<file path="src/rtl/transmitter.sv">
// transmitter: 8N1 UART transmitter with a small byte FIFO.
// Bytes pushed with send && ready are queued, then serialised LSB-first
// on out at clock_per_bit clocks per bit; frames run back-to-back while
// the FIFO holds data, and the line idles high otherwise.
module transmitter #(
    parameter int unsigned clock_per_bit   = 217,
    parameter int unsigned fifo_depth_log2 = 2
) (
    input  logic                     clock,
    input  logic                     reset,
    input  logic                     send,
    input  logic [7:0]               send_data,
    output logic                     ready,
    output logic                     busy,
    output logic [fifo_depth_log2:0] fifo_count,
    output logic                     out
);

    localparam int unsigned DEPTH = 1 << fifo_depth_log2;
    localparam logic [11:0] BAUD_LAST = 12'(clock_per_bit - 1);
    localparam logic [fifo_depth_log2:0] CNT_FULL = (fifo_depth_log2 + 1)'(DEPTH);
    localparam logic [fifo_depth_log2:0] CNT_ONE = (fifo_depth_log2 + 1)'(1);
    localparam logic [fifo_depth_log2-1:0] PTR_ONE = fifo_depth_log2'(1);

    typedef enum logic [1:0] {IDLE, START, DATA, STOP} state_t;

    logic [7:0]                 mem [DEPTH];
    logic [fifo_depth_log2-1:0] wr_ptr;
    logic [fifo_depth_log2-1:0] rd_ptr;
    logic [fifo_depth_log2:0]   count;

    state_t      state;
    logic [11:0] baud_cnt;
    logic [7:0]  sh;
    logic [2:0]  bit_idx;

    logic fifo_empty;
    logic baud_tc;
    logic push;
    logic pop;

    assign fifo_empty = (count == '0);
    assign baud_tc    = (baud_cnt == BAUD_LAST);
    assign ready      = (count != CNT_FULL);
    assign push       = send && ready;
    // The serialiser takes the head either from IDLE or straight out of STOP
    assign pop        = !fifo_empty && ((state == IDLE) || (state == STOP && baud_tc));

    assign busy       = (state != IDLE) || !fifo_empty;
    assign fifo_count = count;

    // FIFO storage write; reset blocks writes so a reset edge changes nothing here
    always_ff @(posedge clock) begin
        if (!reset && push) begin
            mem[wr_ptr] <= send_data;
        end
    end

    // FIFO pointers and occupancy count
    always_ff @(posedge clock) begin
        if (reset) begin
            wr_ptr <= '0;
            rd_ptr <= '0;
            count  <= '0;
        end else begin
            if (push) begin
                wr_ptr <= wr_ptr + PTR_ONE;
            end
            if (pop) begin
                rd_ptr <= rd_ptr + PTR_ONE;
            end
            case ({push, pop})
                2'b10:   count <= count + CNT_ONE;
                2'b01:   count <= count - CNT_ONE;
                default: count <= count;
            endcase
        end
    end

    // Serialiser FSM with registered line output
    always_ff @(posedge clock) begin
        if (reset) begin
            state    <= IDLE;
            baud_cnt <= '0;
            sh       <= '0;
            bit_idx  <= '0;
            out      <= 1'b1;
        end else begin
            case (state)
                IDLE: begin
                    out      <= 1'b1;
                    baud_cnt <= '0;
                    if (pop) begin
                        sh    <= mem[rd_ptr];
                        out   <= 1'b0;
                        state <= START;
                    end
                end
                START: begin
                    if (baud_tc) begin
                        baud_cnt <= '0;
                        out      <= sh[0];
                        bit_idx  <= '0;
                        state    <= DATA;
                    end else begin
                        baud_cnt <= baud_cnt + 12'd1;
                    end
                end
                DATA: begin
                    if (baud_tc) begin
                        baud_cnt <= '0;
                        if (bit_idx == 3'd7) begin
                            out   <= 1'b1;
                            state <= STOP;
                        end else begin
                            sh      <= sh >> 1;
                            out     <= sh[1];
                            bit_idx <= bit_idx + 3'd1;
                        end
                    end else begin
                        baud_cnt <= baud_cnt + 12'd1;
                    end
                end
                STOP: begin
                    if (baud_tc) begin
                        baud_cnt <= '0;
                        if (pop) begin
                            sh    <= mem[rd_ptr];
                            out   <= 1'b0;
                            state <= START;
                        end else begin
                            state <= IDLE;
                        end
                    end else begin
                        baud_cnt <= baud_cnt + 12'd1;
                    end
                end
                default: begin
                    state <= IDLE;
                    out   <= 1'b1;
                end
            endcase
        end
    end

endmodule

</file>
<file path="config.mk">
export PLATFORM = sky130hd
export DESIGN_NAME = transmitter
export DESIGN_NICKNAME = d
export VERILOG_FILES = /design/src/rtl/transmitter.sv
export SDC_FILE = /design/constraint.sdc
export NUM_CORES = 1
export LEC_CHECK = 0
export ABC_AREA = 1
export CORE_MARGIN = 1
export CORE_UTILIZATION = 32
export DETAILED_ROUTE_END_ITERATION = 8
export GPL_ROUTABILITY_DRIVEN = 0
export PLACE_DENSITY = 0.47
export SETUP_SLACK_MARGIN = 0.15
export SLEW_MARGIN = 10
export SYNTH_ARGS = -nofsm -noshare
export SYNTH_HDL_FRONTEND = slang
export SYNTH_SLANG_ARGS = --single-unit
</file>
<file path="constraint.sdc">
create_clock -name clock -period 2.5 [get_ports clock]
set_clock_uncertainty 0.2 [all_clocks]
set_input_delay 0.5 -clock clock [delete_from_list [all_inputs] [get_ports clock]]
set_output_delay 0.5 -clock clock [all_outputs]
set_load 0.1 [all_outputs]
</file>
==> results.cfg <==
[outcome]
status = completed

[finish]
multi_input_area_um2 = 1355
diodes = 0
final_layout_size_suffix_gt1_frac = 0.2772
fin_nets = 389
register_area_um2 = 1678
fill_cells = 942
final_common_cell = nand2_1
layout_common_cells = nand2_1 (41), edfxtp_1 (32), nor2_1 (31), dfxtp_1 (28)
area_growth_syn_to_layout_pct = 21.01
stdcell_count = 497

[cts]
path_clk_slew_ps = 80
numCtsBuffers = 9
numClockSinks = 67
insertion_delay_ps = 340
cts_tree = yes
clock_path_buffers = 2
htreeDepth = 3
postCtsHoldBufs = 0
clockRootBuffer = clkbuf_8

[synth]
yosysTopAreaCell = edfxtp_1
synth_seq_area_share = 0.5245
syn-instance-count = 326
synth_cell_types = 37
synth.top_cell.area_share = 0.3033
synth_seq_cells = 67
yosys_warnings = 0
avgSynthCellArea_um2 = 9.718
synthesis.nets = 352
netlist_top_cells_area = edfxtp_1 (30%), dfxtp_1 (22%), ha_1 (5.5%), nand2_1 (5.0%), nand3_1 (4.1%)
syn_area_um2 = 3168

[pwr]
p_clk_frac = 0.226
p_leak_nw = 1.462
vdd_drop_max_mv = 0.4971
internal_power_mw = 2.450
seqPwrFrac = 0.343
pwr-share-comb = 0.432
switchingPower_mw = 1.734
power.density_nw_per_um2 = 1092
p_sw_frac = 0.4144

[floorplanning]
rows = 35
initial_core_util = 0.3365
die_area_um2 = 10300
die_h_um = 101.5
die_w_um = 101.5
io-pin-count = 17
core_um2 = 9415

[timing]
hold_viol_final = 0
fin_crit_ps = 2258
clock.fmax_ghz = 0.4428
relSlewSlack = 0.4913
setup_viol = 0
drv_slew = 0
fin_setup_tns_ps = 0
rsz0062_at_grt = true
worst_slew_pin_slew_ps = 760.2
min_period_over_period = 0.9033

[route]
drc = 0
wl_per_cell_um = 11.92
ant_nets = 0
vias_per_cell = 4.386
via_count = 2180
firstDrtPassIters = 4
drt-total-wl_mm = 5.922
drtIter0Drc = 78

[grt]
grt_pass1_vias = 2094
grt_use_total = 0.1314
grt_pass1_wl_mm = 10.19
grt_max_degree = 19
antenna_found_initial = 0
grt.overflow.total = 0

[place]
dp.cells = 474
place_hpwl_mm = 4.190
io_buffers = 16

[critical_path]
crit_buf_inv = 3
crit_slowest_cell = fa_2
critPathArrivalTime_ps = 2290
path_cells = inv_2 -> ha_4 -> nand3_4 -> nor2_4 -> nand3_2 -> nand2_2 -> nand2_2 -> inv_2 -> ha_4 -> inv_4 -> fa_2 -> a21oi_2 -> o21ai_2 -> o21ai_1 -> a21oi_1
slowest_delay_ps = 360
critPathKind = reg2reg
crit_family = adder cells
critical_path.endpoint_type = register
start_kind = register
cp.required_ps = 2540
worst-path-max-fanout = 4

[worst_hold_path]
min_path_type = reg2reg

[job]
max-cap-violations = 0
flip-flops by register name, indices dropped and copies added, names as in the netlist, named ones only:
signal / flops
mem: 32
sh: 8
baud_cnt: 12
rd_ptr: 2
fifo_count: 3
state: 2
bit_idx: 3
wr_ptr: 2
out: 1
power by group through the flow:
stage               Sequential [mW]  Combinational, mW  Clock [mW]
detailed placement             1.46               1.71           0
global placement               1.46               1.71           0
finish                         1.43               1.81       0.944
floorplan                      1.59               1.25           0
CTS                            1.44               1.74       0.974
global route                   1.46               2.04        1.02
cell type report:
class / count / area share
Clock buffer: 9 / 0.03231
Multi-Input combinational cell: 215 / 0.3535
Sequential cell: 67 / 0.4377
Tap cell: 129 / 0.04210
Timing Repair Buffer: 33 / 0.07441
Inverter: 37 / 0.03819
Clock inverter: 7 / 0.02187
worst register-to-register path, delay by kind of cell, from the launching register on:
family                   cells  cell delay [ps]
AND/OR/NAND/NOR              5              420
flip-flops                   1              340
buffers and inverters        3              170
AO/OA/AOI/OAI                4              390
adder cells (fa/ha/maj)      3              630
cell usage after synthesis:
cell	n
and3_1	1
fa_1	1
dfxtp_1	35
nor3_4	1
a21oi_1	17
nand2_4	1
nand3_1	26
inv_2	3
o21a_1	4
edfxtp_1	32
xor2_1	2
nand3_2	3
clkinv_1	1
buf_12	2
o21ai_1	1
nor3b_1	2
buf_2	4
o21bai_1	2
nor2_4	1
o21ai_0	21
nor2_1	31
o22ai_1	6
or2_2	1
buf_4	1
nor3b_2	1
o21ai_2	1
ha_1	14
nor3_1	1
nor2_2	11
mux2i_1	6
nand2_1	42
a21oi_2	8
nand4_1	2
a21oi_4	1
inv_1	33
nand3_4	1
nand2_2	6
stage by stage:
step                      total power, mW  hold WS [ps]  utilization  worst slack (ps)  area [µm²]
after floorplan                     2.837         240.7            -             48.93        3197
after global placement              3.167         254.7       0.3742             71.86        3523
after detailed placement            3.167         257.5       0.3742             33.07        3523
after CTS                           4.147         270.4       0.3991             166.8        3757
after global routing                4.522         290.1       0.4072             118.9        3834
final                               4.185         269.8       0.4072             241.7        3834
cells by family after synthesis:
| kind of cell | count (synthesis) | synth area share |
|---|---|---|
| buffers and inverters | 44 | 0.06517 |
| multiplexers | 6 | 0.01896 |
| AND/OR/NAND/NOR | 131 | 0.2066 |
| AO/OA/AOI/OAI | 61 | 0.1177 |
| flip-flops | 67 | 0.5245 |
| adder cells (fa/ha/maj) | 15 | 0.06161 |
| XOR/XNOR | 2 | 0.005530 |
per-layer routing:
metal,track usage,share of wire
met2,0.2001,0.46
met5,0,0
met1,0.1766,0.51
met4,0.04682,0.010
met3,0.03934,0.021
final timing paths:
kind	end	slack, ps	depth (start not counted)	from
max reg2reg	fifo_count[2]$_SDFFE_PP0P_	240	15	baud_cnt[1]$_SDFF_PP0_
max	fifo_count[2]$_SDFFE_PP0P_	240	15	baud_cnt[1]$_SDFF_PP0_
min reg2reg	fifo_count[0]$_SDFFE_PP0P_	270	1	fifo_count[0]$_SDFFE_PP0P_
min	fifo_count[0]$_SDFFE_PP0P_	270	1	fifo_count[0]$_SDFFE_PP0P_
timing repair:
action / 4_1_cts / 5_1_grt
hold endpoints to repair: 0 / 0
pin swaps: 2 / 7
setup endpoints to repair: 1 / 1
gates cloned: 0 / 0
buffers inserted: 1 / 6
gates resized for setup: 6 / 14
(Power assumes the default switching activity.)
